## config.mk

```make
export PLATFORM = sky130hd
export DESIGN_NAME = loader_write_queue
export DESIGN_NICKNAME = d
export VERILOG_FILES = /design/src/rtl/loader_pkg.sv /design/src/rtl/loader_fifo.sv /design/src/rtl/loader_write_queue.sv
export SDC_FILE = /design/constraint.sdc
export NUM_CORES = 1
export LEC_CHECK = 0
export ABC_CLOCK_PERIOD_IN_PS = 4300
export CAP_MARGIN = 20
export CORE_MARGIN = 3
export CORE_UTILIZATION = 30
export DETAILED_ROUTE_END_ITERATION = 8
export GPL_ROUTABILITY_DRIVEN = 0
export GPL_TIMING_DRIVEN = 0
export PLACE_DENSITY = 0.55
export SKIP_LAST_GASP = 1
export SLEW_MARGIN = 15
export SYNTH_ARGS = -nofsm -noshare
export SYNTH_HDL_FRONTEND = slang
export SYNTH_SLANG_ARGS = --single-unit
```

## constraint.sdc

```tcl
create_clock -name clk -period 4.3 [get_ports clk]
set_clock_uncertainty 0.05 [all_clocks]
set_input_delay 0.645 -clock clk [delete_from_list [all_inputs] [get_ports clk]]
set_output_delay 0.645 -clock clk [all_outputs]
set_load 0.01 [all_outputs]
```

## src/rtl/loader_pkg.sv

```systemverilog
// Shared types for the loader write queue.
//   state_t  : write-issue FSM states
//   DS_LO/HI : SDRAM byte-select codes for the low/high byte lane
//   entry_t  : one buffered loader write {addr, data}; addr is sized for the
//              widest supported loader address and zero-extended on push
package loader_pkg;

  typedef enum logic [1:0] {
    S_IDLE  = 2'd0,
    S_ISSUE = 2'd1,
    S_GAP   = 2'd2
  } state_t;

  localparam logic [1:0] DS_LO = 2'b01;
  localparam logic [1:0] DS_HI = 2'b10;

  localparam int ENTRY_ADDR_W = 32;

  typedef struct packed {
    logic [ENTRY_ADDR_W-1:0] addr;
    logic [7:0]              data;
  } entry_t;

  // Byte address bit 0 picks the lane inside the 16-bit SDRAM word.
  function automatic logic [1:0] lane_sel(input logic addr_lsb);
    return addr_lsb ? DS_HI : DS_LO;
  endfunction

endpackage

```

## src/rtl/loader_fifo.sv

```systemverilog
// Circular FIFO of loader write entries.
// Ports:
//   clk, reset      : clock, synchronous active-high reset (pointers/count)
//   push_i          : request to store push_data_i
//   pop_i           : discard head entry (ignored when empty)
//   push_data_i     : entry to store
//   head_o          : oldest entry, valid when !empty_o
//   push_ok_o       : push_i was accepted this cycle
//   empty_o         : no entries stored
//   count_o         : current occupancy 0..DEPTH
//   count_d_o       : occupancy after this clock edge
module loader_fifo
  import loader_pkg::*;
#(
  parameter  int DEPTH = 8,
  localparam int PTR_W = $clog2(DEPTH),
  localparam int CNT_W = PTR_W + 1
) (
  input  logic             clk,
  input  logic             reset,
  input  logic             push_i,
  input  logic             pop_i,
  input  entry_t           push_data_i,
  output entry_t           head_o,
  output logic             push_ok_o,
  output logic             empty_o,
  output logic [CNT_W-1:0] count_o,
  output logic [CNT_W-1:0] count_d_o
);

  logic [PTR_W-1:0] wr_ptr_q, rd_ptr_q;
  logic [CNT_W-1:0] count_q, count_d;
  entry_t           mem_q [DEPTH];
  logic             full, do_push, do_pop;

  assign full    = (count_q == CNT_W'(DEPTH));
  assign empty_o = (count_q == '0);
  assign do_pop  = pop_i && !empty_o;
  // A pop in the same cycle frees the slot being written, so a full FIFO
  // still accepts.
  assign do_push = push_i && (!full || do_pop);

  always_comb begin
    count_d = count_q;
    case ({do_push, do_pop})
      2'b10:   count_d = count_q + CNT_W'(1);
      2'b01:   count_d = count_q - CNT_W'(1);
      default: count_d = count_q;
    endcase
  end

  always_ff @(posedge clk) begin
    if (reset) begin
      wr_ptr_q <= '0;
      rd_ptr_q <= '0;
      count_q  <= '0;
    end else begin
      if (do_push) wr_ptr_q <= wr_ptr_q + PTR_W'(1);
      if (do_pop)  rd_ptr_q <= rd_ptr_q + PTR_W'(1);
      count_q <= count_d;
    end
  end

  always_ff @(posedge clk) begin
    if (do_push) mem_q[wr_ptr_q] <= push_data_i;
  end

  assign head_o    = mem_q[rd_ptr_q];
  assign push_ok_o = do_push;
  assign count_o   = count_q;
  assign count_d_o = count_d;

endmodule

```

## src/rtl/loader_write_queue.sv

```systemverilog
// Buffers loader byte writes and issues them as 16-bit SDRAM word writes
// with byte select over a req/ack handshake.
// Ports:
//   clk, reset          : clock, synchronous active-high reset
//   start               : pulse, clears overflow and level_max
//   wr_en/addr/data     : loader byte-write strobe (no backpressure)
//   mem_req             : write request, held until mem_ack
//   mem_addr            : word address (byte address >> 1)
//   mem_din             : byte duplicated on both lanes
//   mem_ds              : byte select, 01 low lane / 10 high lane
//   mem_ack             : one-cycle acknowledge
//   idle                : nothing buffered and no access in flight
//   overflow            : sticky, a write was dropped
//   level, level_max    : occupancy and high-water mark
//
// state   | meaning
// S_IDLE  | no access in flight; launch head entry when FIFO non-empty
// S_ISSUE | mem_req held with stable address/data until mem_ack
// S_GAP   | enforced quiet cycles after an ack before the next request
module loader_write_queue
  import loader_pkg::*;
#(
  parameter  int DEPTH  = 8,
  parameter  int ADDR_W = 22,
  parameter  int GAP    = 1,
  localparam int CNT_W  = $clog2(DEPTH) + 1
) (
  input  logic              clk,
  input  logic              reset,
  input  logic              start,
  input  logic              wr_en,
  input  logic [ADDR_W-1:0] wr_addr,
  input  logic [7:0]        wr_data,
  output logic              mem_req,
  output logic [ADDR_W-2:0] mem_addr,
  output logic [15:0]       mem_din,
  output logic [1:0]        mem_ds,
  input  logic              mem_ack,
  output logic              idle,
  output logic              overflow,
  output logic [CNT_W-1:0]  level,
  output logic [CNT_W-1:0]  level_max
);

  localparam logic [1:0] GAP_LOAD = (GAP > 0) ? 2'(GAP - 1) : 2'd0;

  state_t            state_q, state_d;
  logic [1:0]        gap_q, gap_d;
  logic              mem_req_q, mem_req_d;
  logic [ADDR_W-2:0] mem_addr_q, mem_addr_d;
  logic [15:0]       mem_din_q, mem_din_d;
  logic [1:0]        mem_ds_q, mem_ds_d;
  logic              overflow_q, overflow_d;
  logic [CNT_W-1:0]  level_max_q, level_max_d;

  entry_t            push_entry, head;
  logic              pop, push_ok, empty;
  logic [CNT_W-1:0]  count, count_d;
  logic              head_addr_unused;

  always_comb begin
    push_entry      = '0;
    push_entry.addr = ENTRY_ADDR_W'(wr_addr);
    push_entry.data = wr_data;
  end

  loader_fifo #(.DEPTH(DEPTH)) u_fifo (
    .clk         (clk),
    .reset       (reset),
    .push_i      (wr_en),
    .pop_i       (pop),
    .push_data_i (push_entry),
    .head_o      (head),
    .push_ok_o   (push_ok),
    .empty_o     (empty),
    .count_o     (count),
    .count_d_o   (count_d)
  );

  // Bits above ADDR_W are always zero from the zero-extension on push.
  assign head_addr_unused = |(head.addr >> ADDR_W);

  always_comb begin
    state_d    = state_q;
    gap_d      = gap_q;
    mem_req_d  = mem_req_q;
    mem_addr_d = mem_addr_q;
    mem_din_d  = mem_din_q;
    mem_ds_d   = mem_ds_q;
    pop        = 1'b0;
    case (state_q)
      S_IDLE: begin
        if (!empty) begin
          mem_addr_d = head.addr[ADDR_W-1:1];
          mem_din_d  = {head.data, head.data};
          mem_ds_d   = lane_sel(head.addr[0]);
          mem_req_d  = 1'b1;
          state_d    = S_ISSUE;
        end
      end
      S_ISSUE: begin
        if (mem_ack) begin
          pop       = 1'b1;
          mem_req_d = 1'b0;
          if (GAP > 0) begin
            gap_d   = GAP_LOAD;
            state_d = S_GAP;
          end else begin
            state_d = S_IDLE;
          end
        end
      end
      S_GAP: begin
        if (gap_q == 2'd0) state_d = S_IDLE;
        else               gap_d   = gap_q - 2'd1;
      end
      default: state_d = S_IDLE;
    endcase
  end

  // start wins over a same-cycle drop, and restarts the high-water mark
  // from the occupancy after this edge.
  always_comb begin
    overflow_d  = overflow_q | (wr_en & ~push_ok);
    level_max_d = (count_d > level_max_q) ? count_d : level_max_q;
    if (start) begin
      overflow_d  = 1'b0;
      level_max_d = count_d;
    end
  end

  always_ff @(posedge clk) begin
    if (reset) begin
      state_q     <= S_IDLE;
      gap_q       <= '0;
      mem_req_q   <= 1'b0;
      mem_addr_q  <= '0;
      mem_din_q   <= '0;
      mem_ds_q    <= '0;
      overflow_q  <= 1'b0;
      level_max_q <= '0;
    end else begin
      state_q     <= state_d;
      gap_q       <= gap_d;
      mem_req_q   <= mem_req_d;
      mem_addr_q  <= mem_addr_d;
      mem_din_q   <= mem_din_d;
      mem_ds_q    <= mem_ds_d;
      overflow_q  <= overflow_d;
      level_max_q <= level_max_d;
    end
  end

  assign mem_req   = mem_req_q;
  assign mem_addr  = mem_addr_q;
  assign mem_din   = mem_din_q;
  assign mem_ds    = mem_ds_q;
  assign idle      = empty && (state_q == S_IDLE);
  assign overflow  = overflow_q;
  assign level     = count;
  assign level_max = level_max_q;

endmodule

```

-- Word-level counts from Yosys, hierarchy flattened
Memory sizes are Yosys's and may differ from the RTL's. A register that Yosys moved wholly into a read port is not among the register bits.
Index checks and enable logic that the tools add are counted.
- bits in writable memories: 240
- bits in registers: 59
- logic and storage cells: 68
- memories kept: 1
- memories (name ; words ; bits a word ; rd ports ; clocked after Yosys merged registers in ; wr ports ; RTL line ; RTL):
    u_fifo.mem_q ; 8 ; 30 ; 1 ; 1 ; 1 ; loader_fifo.sv:33 ; entry_t mem_q [DEPTH];
- mux-type cells: 20
- $add $sub $neg: 5
- bitwise gates (word level): 4
- equal/unequal tests: 9
- reductions and logical operators: 17
- order comparisons: 1
- operators with widths (operator ; number):
    $mux 2 ; 6
    $reduce_and 3->1 ; 3
    $mux 4 ; 2
    $ne 2x2->1 const B ; 4
    $pmux 4 s2 ; 1
    $add 3x1->3 const B ; 2
    $mux 1 ; 6
    $mux 3 ; 2
    $pmux 2 s3 ; 1
    $reduce_bool 2->1 ; 3
    $add 4x1->4 const B ; 1
    $eq 2x1->1 const B ; 2
    $eq 2x2->1 const B ; 2
    $eq 4x4->1 const B ; 1
    $gt 4x4->1 ; 1
    $logic_not 2->1 ; 2
    $logic_not 4->1 ; 1
    $pmux 2 s2 ; 1
    $sub 4x1->4 const B ; 1
    $logic_and 1x1->1 ; 3
    $logic_not 1->1 ; 2
    $not 1->1 ; 2
    $pmux 1 s2 ; 1
    $reduce_and 2->1 ; 1
    5 further kinds ; 5

-- Depth between registers and ports, before layout
Gate-level depths: netlist of run 1.
- depth in word-level cells: 10
- depth in mapped cells: 16
- depth with buffers taken out: 14

-- By module
From an unflattened synthesis of run 1, not the netlist that was laid out.
- cells, all modules: 745
- area total of the unflattened synthesis: 14752.9 µm²
- modules (own cells, without submodules) (module ; sequential area each (µm²) ; instances ; cells an instance ; area each (µm²)):
    loader_fifo ; 9869.5 ; 1 ; 539 ; 13020.0
    loader_write_queue ; 820.8 ; 1 ; 206 ; 1732.9

-- Worst setup path before layout of run 1
No wires, ideal clock.
- path kind: input-to-reg
- start point: input mem_ack
- end point: memory u_fifo.mem_q[0][0] (netlist name) (enable)
- path buffers: 1
- path slack: -0.174 ns
- required time: 3.757 ns
- library setup time: 0.493 ns
- stages on the path: 4
- arrival time: 3.931 ns
- cell sequence: and3b_1 > buf_2 > o21ai_4 > nor4_1
- cells in the longest elaborated chain, start to end: 7
- ends and longest elaborated chain (what ; RTL line ; RTL):
    start: declaration ; loader_write_queue.sv:38 ; input logic mem_ack,
    $mux 1 ; loader_write_queue.sv:102 ; if (mem_ack) begin
    $mux 1 ; loader_write_queue.sv:91 ; case (state_q)
    $logic_and 1x1->1 ; loader_fifo.sv:38 ; assign do_pop = pop_i && !empty_o;
    $logic_or 1x1->1 ; loader_fifo.sv:41 ; assign do_push = push_i && (!full || do_pop);
    $logic_and 1x1->1 ; loader_fifo.sv:41 ;
    $mux 1 ; loader_fifo.sv:65 ; if (do_push) mem_q[wr_ptr_q] <= push_data_i;
    $mux 1 (not written as such) ; loader_fifo.sv:65 ;
    end: declaration ; loader_fifo.sv:33 ;
No other way between the ends.

-- Final worst setup path of run 1
- start point: register u_fifo.count_q[2], in the netlist u_fifo.count_o[2]
- end point: register level_max_q[3], in the netlist level_max[3]
- cells in the longest elaborated chain, start to end: 9
- ends and longest elaborated chain (what ; RTL line ; RTL):
    start: declaration ; loader_fifo.sv:32 ; logic [CNT_W-1:0] count_q, count_d;
    start signal: assignment ; loader_fifo.sv:60 ; count_q <= count_d;
    $logic_not 4->1 ; loader_fifo.sv:37 ; assign empty_o = (count_q == '0);
    $logic_not 1->1 ; loader_fifo.sv:38 ;
    $logic_and 1x1->1 ; loader_fifo.sv:38 ;
    $logic_or 1x1->1 ; loader_fifo.sv:41 ;
    $logic_and 1x1->1 ; loader_fifo.sv:41 ;
    $eq 2x1->1 or $eq 2x2->1 (tied branches) ; loader_fifo.sv:45 ; case ({do_push, do_pop})
    $pmux 4 s2 (*) ; loader_fifo.sv:45 ;
    via count_d[2] ; loader_write_queue.sv:58 ; logic [CNT_W-1:0] count, count_d;
    $gt 4x4->1 (*) ; loader_write_queue.sv:125 ; level_max_d = (count_d > level_max_q) ? count_d : level_max_q;
    $reduce_bool 2->1 (no line) (*) ; -- ;
    end signal: assignment ; loader_write_queue.sv:150 ; level_max_q <= level_max_d;
    end: declaration ; loader_write_queue.sv:54 ; logic [CNT_W-1:0] level_max_q, level_max_d;
Mark *: on every way through the listed nets, which the timed path passes. The rest lies on a longest branch. The select of a mux whose other input is x is not followed.
A chain may end at the register's enable or synchronous reset.

==> results of run 1 <==
per-stage QoR:
step / TNS (ns) / hold WS, ns
5_1_grt: -0.0138 / 0.482
4_1_cts: 0 / 0.443
3_5_place_dp: -1.31 / 0.427
3_3_place_gp: -419.26 / 0.429
6_report: 0 / 0.436
2_1_floorplan: 0 / 0.404
worst max path at each step:
stage / end / slack (ns) / cells past startpoint
final: level_max[3] / 0.24 / 15
after global routing: level_max[3] / -0.01 / 14
after CTS: level_max[3] / 0.09 / 14
after detailed placement: level_max[3] / -0.36 / 16
after global placement: u_fifo.mem_q[2][3] / -2.70 / 5
after floorplan: level_max[3] / 0.57 / 15
worst reg2reg max path: cells and delay by family, from the launching register on:
family | cells | cell delay (ns)
AND/OR/NAND/NOR | 3 | 1.24
AO/OA/AOI/OAI | 4 | 0.78
adder cells (fa/ha/maj) | 3 | 0.69
XOR/XNOR | 2 | 0.39
flip-flops | 1 | 0.32
buffers and inverters | 2 | 0.27
multiplexers | 1 | 0.23
power breakdown:
group / total, mW / switching (mW) / internal (mW)
logic: 1.33 / 0.669 / 0.657
registers: 3.40 / 0.112 / 3.29
clock network: 2.53 / 1.03 / 1.50
total: 7.25 / 1.81 / 5.45
Yosys cell counts (all sizes together) (3+ instances only):
cell    count
or4         3
mux2i      34
a21oi       9
o21a        3
nor2b       4
nand2       4
xor2        5
o21ai       4
dfxtp      54
mux4       60
a211oi     37
inv        10
clkbuf     15
ha         10
nor2       51
buf        28
nor3       10
edfxtp    240
per-layer routing:
layer | track usage (%) | vias to the layer above | wire, um
li1 | - | 2707 | -
met3 | 2.13 | 41 | 1140
met5 | 0 | - | 24
met1 | 18.1 | 3091 | 12100
met2 | 20.4 | 143 | 12000
met4 | 2.27 | 4 | 376
area by class of cell:
cell class | count | area share [%]
clock buffer | 44 | 5.84
buffer | 43 | 1.63
multi-input combinational | 258 | 19.9
tap | 504 | 4.47
sequential | 294 | 58.8
inverter | 10 | 0.266
timing repair buffer | 112 | 8.08
clock inverter | 12 | 1.00
registers in the layout, summed over array words and instances, names as in the netlist, named ones only:
| name | count |
|---|---|
| overflow | 1 |
| state_q | 2 |
| mem_din | 8 |
| u_fifo.mem_q | 240 |
| level_max | 4 |
| gap_q | 2 |
| u_fifo.rd_ptr_q | 3 |
| mem_addr | 21 |
| mem_req | 1 |
| mem_ds | 2 |
| u_fifo.count_o | 4 |
| u_fifo.wr_ptr_q | 3 |
cell usage in the layout, fill, tap and decap left out, drive strengths merged, types with 2 or more instances in the layout:
master,netlist,layout
nand3,2,2
nand2,4,4
mux4,60,60
o21ai,4,4
nor3,10,10
buf,28,57
or3,2,2
a21oi,9,9
inv,10,10
dfxtp,54,54
edfxtp,240,240
mux2i,34,34
clkinv,0,9
a211oi,37,37
bufinv,0,3
nor2b,4,4
clkdlybuf4s50,0,83
nor2,51,51
clkbuf,15,59
ha,10,10
xor2,5,5
nor4,2,2
nand2b,2,2
or4,3,3
o21a,3,3
kinds of logic after synthesis:
family / synth area share [%]
flip-flops: 73.3
multiplexers: 15.1
buffers and inverters: 2.37
adder cells (fa/ha/maj): 1.11
XOR/XNOR: 0.465
AND/OR/NAND/NOR: 3.73
AO/OA/AOI/OAI: 3.94
what timing repair did:
item                       in CTS  in global routing
gates resized for setup         0                  1
setup endpoints to repair       0                  4
setup buffers                   0                  5
==> flow_summary.yaml, run 1 <==
status:
  status: "complete, no violations"
synth:
  synth-async-reset-ratio_pct: 0
  synth_ff_type: "edfxtp_1"
  synth_top_area_share_pct: 63.8
  synth_area_um2: 11300
  synth_enable_flop_cells: 240
  synth_cells: 605
  ys_types: 44
  yosys.area.top_type: "edfxtp_1"
  mappedNetlistNets: 650
  syn_area_per_cell_um2: 18.7
  synth_seq_area_share_pct: 73.3
  synthTopCellsByArea: "edfxtp_1, mux4_2, dfxtp_1, mux2i_1, a211oi_1"
  ys_ff_latch: 294
  yosysWarnings: 0
place:
  placed_cells: 1216
  port_buffers: 83
  postPlaceCellArea_um2: 13100
  dp_hpwl_um: 17100
  pre_cts_slack_ns: -0.360
timing:
  timing.max_slew.rel_slack_pct: 34.7
  worstMarginPinSlew_ns: 0.980
  drv_slew: 0
  final_hold_viol_count: 0
  setup_viol: 0
  period_minus_slack_ns: 4.06
  max_clock_freq_ghz: 0.246
  fin_crit_sh_pct: 94.4
  worst_slack_ns: 0.240
job:
  cap_violations: 0
cts:
  clockRootBuffer: "clkbuf_16"
  cts.clk_slew.worst_paths_ns: 0.06
  cts_tree: "yes"
  clock_path_buffers: 3
  numCtsBuffers: 30
  h-tree-depth: 1
  clk_latency_ns: 0.55
  cts_sinks: 294
  ctsHoldBuffers: 0
floorplanning:
  die_y_um: 200
  die_w_um: 200
  fp.coreArea_um2: 36900
  die-area_um2: 40000
  io_pins: 85
  rows: 70
  start_util_pct: 30.7
worst_setup_path:
  critPathMostFrequentCell: "ha_1"
  crit_arrival_ns: 4.47
  crit_path_start_kind: "flip-flop"
  worstSetupEndpointType: "flip-flop"
  crit_family: "simple AND/OR/NAND/NOR gates"
  reg2regPathDepth: 15
  rrSetupSlack_ns: 0.24
  crit_fanout: 8
  crit_path_top_delay_cell: "or4b_4"
  cp-startpoint: "u_fifo.count_o[2]"
  crit_chain: "buf_2 > or4b_4 > o21ai_4 > ha_1 > xor2_1 > ha_1 > a21oi_1 > mux2i_1 > xor2_1 > inv_1 > ha_1 > or4_1 > nor2_1 > a21oi_1 > a311oi_1"
  worstReg2RegEnd: "level_max[3]"
  path_buf_inv: 2
  r2r-start: "u_fifo.count_o[2]"
  max_stage_delay_ns: 0.53
  critical_path_class: "flip-flop to flip-flop"
  required_ns: 4.71
layout:
  fin_util_pct: 38.2
  antenna_cells: 0
  finalInstanceArea_um2: 14100
  layout.nets: 794
  multi_input_area_um2: 2810
  seq_area_um2: 8290
  stdcell_count: 1277
  area_growth_pct: 24.7
  drive_gt1_share_pct: 22.3
  fill_cells: 3401
grt:
  grt_max_degree: 21
  grt_util_all_layers_pct: 12.6
  grt_pass1_wl_um: 38600
  antenna_found_initial: 2
  grt-ovfl-total: 0
  grt_pass1_vias: 6142
drt:
  drc: 0
  drtIter0Drc: 412
  vias: 5986
  first_pass_iters: 4
  wl_per_cell_um: 20.1
  wl_um: 25600
  viasPerCell: 4.69
  ant_nets: 0
hold_path:
  holdPathStages: 2
  whs_endpoint: "gap_q[1]"
  worst_hold_startpoint: "gap_q[1]"
  hold_class: "flip-flop to flip-flop"
power:
  p_total_mw: 7.25
  power.density_nw_per_um2: 515
  leakagePower_nw: 4.51
  vdd_drop_max_mv: 0.300
Note: power is estimated with default switching activity, not from simulation.
==> run 2, diff against run 1 <==
--- a/config.mk
+++ b/config.mk
@@ -10,7 +10,6 @@
 export CORE_MARGIN = 3
 export CORE_UTILIZATION = 30
 export DETAILED_ROUTE_END_ITERATION = 8
-export GPL_ROUTABILITY_DRIVEN = 0
 export GPL_TIMING_DRIVEN = 0
 export PLACE_DENSITY = 0.55
 export SKIP_LAST_GASP = 1
==> results of run 2 <==
Final layout, timing and power as in run 1 (identical DEF).
